File: config.mk
export PLATFORM = sky130hd
export DESIGN_NAME = load_store_unit_flat
export DESIGN_NICKNAME = d
export VERILOG_FILES = /design/src/rtl/lsu_pkg.sv /design/src/rtl/lsu_if.sv /design/src/rtl/lsu_rdata_extend.sv /design/src/rtl/load_store_unit.sv /design/src/flat_wrapper.sv
export SDC_FILE = /design/constraint.sdc
export NUM_CORES = 1
export LEC_CHECK = 0
export CAP_MARGIN = 20
export CORE_MARGIN = 3
export CORE_UTILIZATION = 35
export DETAILED_ROUTE_END_ITERATION = 12
export PLACE_DENSITY = 0.79
export SLEW_MARGIN = 20
export SYNTH_ARGS = -nofsm -noshare
export SYNTH_HDL_FRONTEND = slang
export SYNTH_SLANG_ARGS = --single-unit
File: constraint.sdc
create_clock -name clk_i -period 1.6 [get_ports clk_i]
set_input_delay 0.32 -clock clk_i [delete_from_list [all_inputs] [get_ports clk_i]]
set_output_delay 0.32 -clock clk_i [all_outputs]
set_load 0.005 [all_outputs]
File: src/rtl/lsu_pkg.sv
// Shared types and helpers for the load/store unit.
// Access-size codes follow the RISC-V load/store funct3 encoding.
package lsu_pkg;

    localparam logic [2:0] LDST_B  = 3'd0;
    localparam logic [2:0] LDST_H  = 3'd1;
    localparam logic [2:0] LDST_W  = 3'd2;
    localparam logic [2:0] LDST_BU = 3'd4;
    localparam logic [2:0] LDST_HU = 3'd5;

    typedef enum logic [1:0] {
        IDLE,
        BUSY,
        DONE
    } lsu_state_e;

    // Byte-lane enables for an access of the given size at addr[1:0].
    function automatic logic [3:0] be_gen(
        input logic [2:0] size,
        input logic [1:0] addr
    );
        logic [3:0] be;
        be = 4'b0000;
        case (size)
            LDST_B,
            LDST_BU: be = 4'b0001 << addr;
            LDST_H,
            LDST_HU: be = 4'b0011 << addr;
            LDST_W:  be = 4'b1111;
            default: be = 4'b0000;
        endcase
        return be;
    endfunction

endpackage

File: src/rtl/lsu_if.sv
// Core-side and memory-side signals of the load/store unit.
// slave: the LSU itself; master: the core plus memory around it.
interface lsu_if;

    logic        core_req_i;
    logic        core_we_i;
    logic [2:0]  core_size_i;
    logic [31:0] core_addr_i;
    logic [31:0] core_wd_i;
    logic [31:0] core_rd_o;
    logic        core_stall_o;
    logic        err_o;
    logic        mem_req_o;
    logic        mem_we_o;
    logic [3:0]  mem_be_o;
    logic [31:0] mem_addr_o;
    logic [31:0] mem_wd_o;
    logic [31:0] mem_rd_i;
    logic        mem_ready_i;

    modport slave (
        input  core_req_i,
        input  core_we_i,
        input  core_size_i,
        input  core_addr_i,
        input  core_wd_i,
        output core_rd_o,
        output core_stall_o,
        output err_o,
        output mem_req_o,
        output mem_we_o,
        output mem_be_o,
        output mem_addr_o,
        output mem_wd_o,
        input  mem_rd_i,
        input  mem_ready_i
    );

    modport master (
        output core_req_i,
        output core_we_i,
        output core_size_i,
        output core_addr_i,
        output core_wd_i,
        input  core_rd_o,
        input  core_stall_o,
        input  err_o,
        input  mem_req_o,
        input  mem_we_o,
        input  mem_be_o,
        input  mem_addr_o,
        input  mem_wd_o,
        output mem_rd_i,
        output mem_ready_i
    );

endinterface

File: src/rtl/lsu_rdata_extend.sv
// Selects the addressed byte/half of a memory word and extends it.
// Purely combinational so it can also sit on a cache read path.
module lsu_rdata_extend
    import lsu_pkg::*;
(
    input  logic [31:0] word_i,
    input  logic [1:0]  addr_i,
    input  logic [2:0]  size_i,
    output logic [31:0] result_o
);

    logic [7:0]  byte_w;
    logic [15:0] half_w;

    // Lane select then sign/zero extension by access size.
    always_comb begin
        byte_w   = word_i[{addr_i, 3'b000} +: 8];
        half_w   = word_i[{addr_i[1], 4'b0000} +: 16];
        result_o = 32'h0;
        case (size_i)
            LDST_B:  result_o = {{24{byte_w[7]}}, byte_w};
            LDST_BU: result_o = {24'h0, byte_w};
            LDST_H:  result_o = {{16{half_w[15]}}, half_w};
            LDST_HU: result_o = {16'h0, half_w};
            LDST_W:  result_o = word_i;
            default: result_o = 32'h0;
        endcase
    end

endmodule

File: src/rtl/load_store_unit.sv
// Data-memory port of the core: stalls the core while a word-wide
// memory access runs, then returns the extended load result.
module load_store_unit
    import lsu_pkg::*;
#(
    parameter int unsigned TIMEOUT_CYCLES = 255
) (
    input logic  clk_i,
    input logic  rst_i,
    lsu_if.slave bus
);

    localparam int unsigned TW =
        (TIMEOUT_CYCLES < 2) ? 1 : $clog2(TIMEOUT_CYCLES + 1);
    localparam logic [TW-1:0] TMO_LAST = TW'(TIMEOUT_CYCLES - 1);
    localparam bit TMO_EN = (TIMEOUT_CYCLES != 0);

    lsu_state_e  state_q, state_d;
    logic [31:0] rdata_q, rdata_d;
    logic [TW-1:0] tmo_q, tmo_d;

    logic        legal;
    logic        tmo_hit;
    logic [31:0] ext_rd;
    logic [31:0] wd_rep;

    logic        stall;
    logic        err;
    logic [31:0] core_rd;
    logic        mem_req;
    logic        mem_we;
    logic [3:0]  mem_be;
    logic [31:0] mem_addr;
    logic [31:0] mem_wd;

    lsu_rdata_extend u_ext (
        .word_i   (bus.mem_rd_i),
        .addr_i   (bus.core_addr_i[1:0]),
        .size_i   (bus.core_size_i),
        .result_o (ext_rd)
    );

    // Alignment and size legality; stores have no unsigned variants.
    always_comb begin
        legal = 1'b0;
        case (bus.core_size_i)
            LDST_B:  legal = 1'b1;
            LDST_BU: legal = !bus.core_we_i;
            LDST_H:  legal = !bus.core_addr_i[0];
            LDST_HU: legal = !bus.core_we_i && !bus.core_addr_i[0];
            LDST_W:  legal = (bus.core_addr_i[1:0] == 2'b00);
            default: legal = 1'b0;
        endcase
    end

    // Replicate store data so every enabled lane carries it.
    always_comb begin
        wd_rep = bus.core_wd_i;
        case (bus.core_size_i)
            LDST_B,
            LDST_BU: wd_rep = {4{bus.core_wd_i[7:0]}};
            LDST_H,
            LDST_HU: wd_rep = {2{bus.core_wd_i[15:0]}};
            default: wd_rep = bus.core_wd_i;
        endcase
    end

    assign tmo_hit = TMO_EN && (tmo_q == TMO_LAST);

    // State, load-result and watchdog registers.
    always_ff @(posedge clk_i or posedge rst_i) begin
        if (rst_i) begin
            state_q <= IDLE;
            rdata_q <= 32'h0;
            tmo_q   <= '0;
        end else begin
            state_q <= state_d;
            rdata_q <= rdata_d;
            tmo_q   <= tmo_d;
        end
    end

    // Next state plus all core/memory outputs for the current state.
    always_comb begin
        state_d  = state_q;
        rdata_d  = rdata_q;
        tmo_d    = tmo_q;
        stall    = 1'b0;
        err      = 1'b0;
        core_rd  = 32'h0;
        mem_req  = 1'b0;
        mem_we   = 1'b0;
        mem_be   = 4'b0000;
        mem_addr = 32'h0;
        mem_wd   = 32'h0;
        unique case (state_q)
            IDLE: begin
                if (bus.core_req_i) begin
                    stall = 1'b1;
                    if (legal) begin
                        state_d = BUSY;
                        tmo_d   = '0;
                    end else begin
                        err     = 1'b1;
                        rdata_d = 32'h0;
                        state_d = DONE;
                    end
                end
            end
            BUSY: begin
                stall    = 1'b1;
                mem_req  = 1'b1;
                mem_we   = bus.core_we_i;
                mem_be   = be_gen(bus.core_size_i,
                                  bus.core_addr_i[1:0]);
                mem_addr = {bus.core_addr_i[31:2], 2'b00};
                mem_wd   = wd_rep;
                if (TMO_EN && (tmo_q != '1)) begin
                    tmo_d = tmo_q + TW'(1);
                end
                if (bus.mem_ready_i) begin
                    rdata_d = bus.core_we_i ? 32'h0 : ext_rd;
                    state_d = DONE;
                end else if (tmo_hit) begin
                    err     = 1'b1;
                    rdata_d = 32'h0;
                    state_d = DONE;
                end
            end
            DONE: begin
                core_rd = rdata_q;
                state_d = IDLE;
            end
            default: begin
                state_d = IDLE;
            end
        endcase
    end

    assign bus.core_stall_o = stall;
    assign bus.err_o        = err;
    assign bus.core_rd_o    = core_rd;
    assign bus.mem_req_o    = mem_req;
    assign bus.mem_we_o     = mem_we;
    assign bus.mem_be_o     = mem_be;
    assign bus.mem_addr_o   = mem_addr;
    assign bus.mem_wd_o     = mem_wd;

endmodule

File: src/flat_wrapper.sv
// flat-port wrapper written by rule: the top's interface ports become plain ports
module load_store_unit_flat import lsu_pkg::*;
#(
    parameter int unsigned TIMEOUT_CYCLES = 255
)
  (clk_i, rst_i, bus_core_req_i, bus_core_we_i, bus_core_size_i, bus_core_addr_i, bus_core_wd_i, bus_core_rd_o, bus_core_stall_o, bus_err_o, bus_mem_req_o, bus_mem_we_o, bus_mem_be_o, bus_mem_addr_o, bus_mem_wd_o, bus_mem_rd_i, bus_mem_ready_i);
  lsu_if bus_i ();
  input logic clk_i;
  input logic rst_i;
  input wire logic [$bits(bus_i.core_req_i)-1:0] bus_core_req_i;
  input wire logic [$bits(bus_i.core_we_i)-1:0] bus_core_we_i;
  input wire logic [$bits(bus_i.core_size_i)-1:0] bus_core_size_i;
  input wire logic [$bits(bus_i.core_addr_i)-1:0] bus_core_addr_i;
  input wire logic [$bits(bus_i.core_wd_i)-1:0] bus_core_wd_i;
  output wire logic [$bits(bus_i.core_rd_o)-1:0] bus_core_rd_o;
  output wire logic [$bits(bus_i.core_stall_o)-1:0] bus_core_stall_o;
  output wire logic [$bits(bus_i.err_o)-1:0] bus_err_o;
  output wire logic [$bits(bus_i.mem_req_o)-1:0] bus_mem_req_o;
  output wire logic [$bits(bus_i.mem_we_o)-1:0] bus_mem_we_o;
  output wire logic [$bits(bus_i.mem_be_o)-1:0] bus_mem_be_o;
  output wire logic [$bits(bus_i.mem_addr_o)-1:0] bus_mem_addr_o;
  output wire logic [$bits(bus_i.mem_wd_o)-1:0] bus_mem_wd_o;
  input wire logic [$bits(bus_i.mem_rd_i)-1:0] bus_mem_rd_i;
  input wire logic [$bits(bus_i.mem_ready_i)-1:0] bus_mem_ready_i;
  assign bus_i.core_req_i = bus_core_req_i;
  assign bus_i.core_we_i = bus_core_we_i;
  assign bus_i.core_size_i = bus_core_size_i;
  assign bus_i.core_addr_i = bus_core_addr_i;
  assign bus_i.core_wd_i = bus_core_wd_i;
  assign bus_core_rd_o = bus_i.core_rd_o;
  assign bus_core_stall_o = bus_i.core_stall_o;
  assign bus_err_o = bus_i.err_o;
  assign bus_mem_req_o = bus_i.mem_req_o;
  assign bus_mem_we_o = bus_i.mem_we_o;
  assign bus_mem_be_o = bus_i.mem_be_o;
  assign bus_mem_addr_o = bus_i.mem_addr_o;
  assign bus_mem_wd_o = bus_i.mem_wd_o;
  assign bus_i.mem_rd_i = bus_mem_rd_i;
  assign bus_i.mem_ready_i = bus_mem_ready_i;
  load_store_unit #(.TIMEOUT_CYCLES(TIMEOUT_CYCLES)) u_core (.clk_i(clk_i), .rst_i(rst_i), .bus(bus_i));
endmodule
==> summary.txt, run 1 <==
Detailed routing
  – ANT nets after route: 0
  – Drt pass-1 iters: 6
  – Final wirelength: 26500 um
  – # DRC: 0
  – Iteration-0 DRC Markers: 719
  – Vias: 5473
  – Via density: 6.48
  – Routed length per instance: 31.4 um

GRT
  – Number of global-route vias before repair: 4982
  – Pin count of the biggest net entering global routing: 43
  – Met2 Use GR: 0.586
  – Total grt overflow: 0
  – Initial antenna violation count: 4
  – First-pass GRT wire length: 29400 um
  – Met1 Use GR: 0.366
  – Most used routing layer: met2
  – GR Util All Layers: 0.337
  – GR Util met3: 0.0759

Floorplan
  – Initial Util: 0.367
  – Io pins: 208
  – Die height: 105 um
  – Full die area: 0.0111 mm^2
  – Chip width: 105 um
  – Placement row count: 35
  – Core area: 0.00942 mm^2

Placed design
  – RD Place Congestion: 0.916
  – Worst slack after detailed placement: -885 ps
  – Port Buffer Count: 205
  – Placed Instance Area: 0.00615 mm^2
  – Detailed placement HPWL: 11700 um

Timing
  – Layout Skew: 7.54 ps
  – Highest Clock Rate: 485 MHz
  – Final worst-path cycle share: 1.29
  – Period minus WS final: 2060 ps
  – Setup slack after layout: -464 ps
  – Fin. max-slew vios: 0
  – RSZ-0062 raised after global routing: yes
  – Final TNS setup: -43640 ps
  – Final hold violation count: 0
  – Worst slew pin tran: 722 ps
  – Worst slew margin: 0.518
  – Final Setup Violations: 143

Setup path
  – WP buf/inv: 3
  – Crit-path slowest cell: dfrtp_1
  – Worst setup startpoint: u_core.state_q[1]
  – CP cell instances: nand2b_4, buf_6, buf_16, a21oi_4, buf_2
  – R2r endpoint: u_core.rdata_q[1]
  – Setup CP Type: flop to primary output
  – Worst Path Required: 1280 ps
  – Crit Path Max Fanout: 8
  – Max incr delay on CP: 440 ps
  – CP top delay family: buffers and inverters
  – Reg2reg path depth: 8
  – Startpoint types: flop
  – Crit path DAT: 1740 ps
  – CP Capture Type: primary output
  – Reg2reg setup slack: -410 ps
  – RR Startpoint: u_core.state_q[1]

Logic synthesis
  – Simple-gate share of the synthesized area: 0.257
  – Top cells by area, synth: dfrtp_1 (30%), and2_1 (13%), a21oi_1 (6.7%), mux2i_1 (6.4%), o2bb2ai_1 (4.8%)
  – Cell area after synthesis: 0.00345 mm^2
  – Compound-gate portion of the synthesized area: 0.265
  – Synth unique cells: 50
  – Mux contribution to synthesized area: 0.0964
  – Number of synthesized flops with an enable pin: 0
  – Post-synth top cells: and2_1 (72), a21oi_1 (46), dfrtp_1 (42)
  – Xor-xnor portion of the synthesized cell area: 0
  – Count leader, synth: and2_1
  – Post-synth top area share: 0.304
  – Top_reg_cell synth: dfrtp_1
  – Synth async-reset ratio: 1.00
  – Post-synthesis adder-cell area fraction: 0.00725
  – Seq cells post-synth: 42
  – Gate count of the mapped netlist: 392
  – Syn_area_per_cell: 8.81 um^2
  – Top cell type by total area after synthesis: dfrtp_1
  – Largest family of logic cells by synthesized area: compound AO/OA/AOI/OAI gates
  – Ys Warns: 0
  – Register area share after synthesis: 0.304

Cells and area
  – Design Area, Final: 0.00799 mm^2
  – Layout overhead on the synthesized area: 131%
  – Fillcell total: 381
  – Fin nets: 818
  – Layout cells sized above 1: 0.609

Clock tree
  – Root buffer cell: clkbuf_8
  – CTS sink cnt: 42
  – CTS tree: yes
  – Hold_buf cts: 0
  – TritonCTS Buffers: 5
  – Clk_lat worst skew: 300 ps
  – Worst-path clk slew: 90 ps
  – Longest Clk Path Bufs: 2
  – H-tree lvl count: 2

Run status
  – Outcome: complete, but fails checks
  – Failing checks: negative setup slack

Pwr
  – Total Power: 5660 uW
  – Leakage: 0.00368 uW
  – Peak VDD IR: 526 uV
  – Pwr dens: 709 mW/mm^2

Flow run
  – Max-cap violations: 0

Worst hold path
  – Worst hold path class: primary input to async pin
[where the power goes]
group / leakage, uW / switching (uW) / total (uW) / internal [uW]
clock: 0.0000482 / 398 / 747 / 349
sequential: 0.000579 / 101 / 1270 / 1170
combinational: 0.00305 / 1680 / 3640 / 1960
total: 0.00368 / 2180 / 5660 / 3480
[how the worst max path moves through the flow]
| stage | slack [ps] | depth (start not counted) | endpoint |
|---|---|---|---|
| global route | -640 | 7 | u_core.rdata_q[7] |
| global placement | -860 | 6 | bus_err_o |
| detailed placement | -880 | 7 | bus_mem_wd_o[14] |
| CTS | -300 | 7 | bus_core_rd_o[31] |
| finish | -460 | 5 | bus_mem_wd_o[14] |
| floorplan | 3 | 5 | u_core.rdata_q[0] |
[kinds of logic after synthesis]
family / count (synthesis)
buf+inv: 42
other cells: 1
flops: 42
compound gates: 116
mux: 31
simple gates: 158
fa+ha+maj: 2
[worst reg2reg max path, cell delays in order (launching register included)]
cell and delay (ps):
dfrtp_1 440, nand2b_4 220, buf_6 170, buf_16 170, o311ai_4 380, buf_12 190
buf_6 130, buf_16 120, o2bb2ai_2 110
[cell type report]
cell class | count | area, um^2 | share of cell area
Multi-Input combinational cell | 309 | 2840 | 0.356
Tap cell | 129 | 161 | 0.0202
Clock inverter | 1 | 5.00 | 0.000626
Antenna cell | 2 | 5.00 | 0.000626
Sequential cell | 42 | 1050 | 0.132
Inverter | 7 | 28.8 | 0.00360
Timing Repair Buffer | 347 | 3810 | 0.477
Clock buffer | 7 | 86.3 | 0.0108
[timing repair]
item,4_1_cts,5_1_grt
resized for setup,629,144
cloned,14,4
buffers inserted,35,16
pin swaps,63,42
setup endpoints to repair,136,142
[per-layer routing]
metal,routed length (um),up-vias,share of wire
li1,-,2047,-
met1,8570,2568,0.32
met2,11500,607,0.43
met3,3460,247,0.13
met4,2930,4,0.11
met5,34,-,0.0013
[state kept, by name (all words and copies together) (netlist names)]
register and flops:
u_core.tmo_q 8, u_core.rdata_q 32, u_core.state_q 2
[per-stage QoR]
step / hold slack, ps / util / std cells
after floorplan: 422 / - / 393
after global placement: 453 / 0.653 / 769
after detailed placement: 457 / 0.653 / 769
after CTS: 389 / 0.768 / 825
after global routing: 401 / 0.849 / 844
final: 369 / 0.849 / 844
[cell usage in the layout (no fill, tap or decap), drive strengths merged, types with 2 or more instances in the layout]
cell type,synthesis,final
ha,2,2
inv,7,7
nand3,6,6
mux2,8,8
a222oi,7,7
a21oi,46,46
o31ai,2,2
dlygate4sd2,0,3
buf,25,241
diode,0,2
and2,73,73
clkdlybuf4s15,0,2
nand2,20,20
o2bb2ai,30,30
clkbuf,10,10
conb,1,2
nor2b,5,5
a221oi,2,2
nor3,3,3
dlymetal6s2s,0,8
nor2,38,38
nand4,2,2
or3,2,2
o21ai,7,7
a22oi,8,8
dfrtp,42,42
mux2i,22,22
clkdlybuf4s50,0,88
nand2b,2,2
a21o,9,9
Power figures use the tool's default switching activity.
==> run 2, diff against run 1 <==
SKIP_CTS_REPAIR_TIMING = 1   (was default)
==> summary.txt, run 2 (same netlist as run 1, synthesis figures left out) <==
Clock tree
  – CTS tree: yes
  – CTS sink cnt: 42 (unchanged)
  – Root buffer cell: clkbuf_8
  – Clk_lat worst skew: 290 ps (about the same)
  – Worst-path clk slew: 80 ps (about the same)
  – Longest Clk Path Bufs: 2 (unchanged)
  – TritonCTS Buffers: 5 (unchanged)
  – H-tree lvl count: 2 (unchanged)

Setup path
  – Setup CP Type: flop to primary output
  – Crit Path Max Fanout: 7 (-1)
  – Worst Path Required: 1280 ps (about the same)
  – CP Capture Type: primary output
  – Crit path DAT: 1780 ps (+40 ps)
  – Startpoint types: flop

Detailed routing
  – ANT nets after route: 0 (unchanged)
  – Routed length per instance: 21.3 um (-32%)
  – Final wirelength: 17400 um (-34%)
  – Via density: 5.54 (-15%)
  – # DRC: 0 (unchanged)
  – Iteration-0 DRC Markers: 362 (-50%)
  – Vias: 4536 (-17%)
  – Drt pass-1 iters: 7 (+1)

Cells and area
  – Largest register FFs: 32 (unchanged)
  – Layout cells sized above 1: 0.446 (-0.163)
  – Commonest non-fill, non-tap cell in the layout: clkdlybuf4s50_1
  – Fin nets: 794 (-2.9%)
  – Final core utilization: 0.735 (-0.113)
  – Fillcell total: 623 (+64%)
  – Design Area, Final: 0.00692 mm^2 (-13%)
  – Top flop regs: u_core.rdata_q: 32 flops, u_core.tmo_q: 8 flops, u_core.state_q: 2 flops
  – Register area: 0.00105 mm^2 (unchanged)
  – Layout overhead on the synthesized area: 101%
  – Largest register by flop count: u_core.rdata_q
  – Most frequent cells in the layout: clkdlybuf4s50_1 (100), buf_4 (68), buf_6 (51)
  – Multi-input gate area: 0.00249 mm^2 (-12%)

Timing
  – Final worst-path cycle share: 1.31 (+0.0226)
  – Final Setup Violations: 124 (-13%)
  – Final TNS setup: -18970 ps (+24670 ps)
  – Layout Skew: 4.72 ps (-2.82 ps)
  – Fin. max-slew vios: 0 (unchanged)
  – RSZ-0062 raised after global routing: yes
  – Period minus WS final: 2100 ps (+36.1 ps)
  – Highest Clock Rate: 476 MHz (-1.7%)
  – Final hold violation count: 0 (unchanged)
  – Setup slack after layout: -500 ps (-36.1 ps)

GRT
  – Total grt overflow: 0 (unchanged)
  – Initial antenna violation count: 1 (-3)
  – Pin count of the biggest net entering global routing: 43 (unchanged)
  – Number of global-route vias before repair: 4197 (-16%)
  – First-pass GRT wire length: 22000 um (-25%)
  – GR Util All Layers: 0.246 (-0.0908)

Placed design
  – RD Place Congestion: 0.916 (unchanged)
  – Placed Instance Area: 0.00615 mm^2 (unchanged)
  – Worst slack after detailed placement: -885 ps (unchanged)
  – Detailed placement HPWL: 11700 um (unchanged)
  – Port Buffer Count: 205 (unchanged)

Flow run
  – Max-cap violations: 0 (unchanged)

Run status
  – Outcome: complete, but fails checks
  – Failing checks: negative setup slack

Worst hold path
  – Worst hold path class: primary input to async pin

Floorplan
  – Io pins: 208 (unchanged)
  – Core area: 0.00942 mm^2 (unchanged)
  – Full die area: 0.0111 mm^2 (unchanged)
  – Initial Util: 0.367 (unchanged)
  – Chip width: 105 um (unchanged)
  – Die height: 105 um (unchanged)
  – Placement row count: 35 (unchanged)

Pwr
  – Reg power frac: 0.277 (+0.052)
  – Leakage: 0.00357 uW (-3.0%)
  – P_int: 2940 uW (-16%)
  – P_sw: 1570 uW (-28%)
  – Pwr dens: 652 mW/mm^2 (-8.0%)
  – Peak VDD IR: 501 uV (-4.7%)
  – Combinational share of power: 0.565 (-0.078)
  – Sw frac: 0.348 (-0.0363)
  – Clock power frac: 0.158 (+0.026)
-- run 2: changes by cell type in the layout (fill, tap and decap cells not counted), sizes merged, moves of 2 or more --
| cell | previous run | this run |
|---|---|---|
| buf | 241 | 141 |
| clkdlybuf4s15 | 2 | 0 |
| dlygate4sd2 | 3 | 0 |
| clkbuf | 10 | 63 |
| dlymetal6s2s | 8 | 25 |
| clkdlybuf4s50 | 88 | 100 |
-- run 2: path summary, 6_finish.rpt --
check                      slack (ps)            endpoint               start  depth (start not counted)
min in group clk_i                480  u_core.rdata_q[15]  u_core.rdata_q[15]                          1
max in group asynchronous        1010  u_core.rdata_q[10]               rst_i                          3
setup reg to reg                  -60     u_core.tmo_q[4]   u_core.state_q[1]                          9
hold reg to reg                   480  u_core.rdata_q[15]  u_core.rdata_q[15]                          1
setup / recovery                 -500   bus_core_rd_o[28]   u_core.state_q[0]                          4
hold / removal                    380     u_core.tmo_q[2]               rst_i                          3
-- run 2: power by group through the flow --
stage	logic (uW)	clock network [uW]	registers, uW
floorplan	807	0	1290
global placement	1880	0	1250
global route	2690	766	1260
CTS	1960	716	1240
finish	2550	711	1250
detailed placement	1950	0	1260
-- run 2: per-layer routing --
metal,up-vias,GRT usage,share of wire
li1,1990,-,-
met1,2204,0.279,0.36
met2,279,0.454,0.51
met3,63,0.0429,0.073
met4,0,0.0956,0.055
met5,-,0,0
-- run 2: layout make-up --
type,count,area share
diodes,1,0.000361
multi-input cells,310,0.360
flip-flops and latches,42,0.152
well taps,129,0.0233
inverters,7,0.00488
clock buffers,7,0.0125
repair buffers,322,0.446
clock inverters,1,0.000723
-- run 2: through the flow --
stage	total power, uW	hold WS (ps)	instances
final	4510	380	819
after global routing	4710	403	819
after CTS	3920	389	777
after detailed placement	3210	457	769
after global placement	3130	453	769
after floorplan	2100	422	393
-- run 2: worst max-delay path, cell delays in order (launching register included) --
cell and delay (ps):
dfrtp_2 480, nor2b_4 180, buf_4 160, and2_1 150, clkdlybuf4s50_1 520
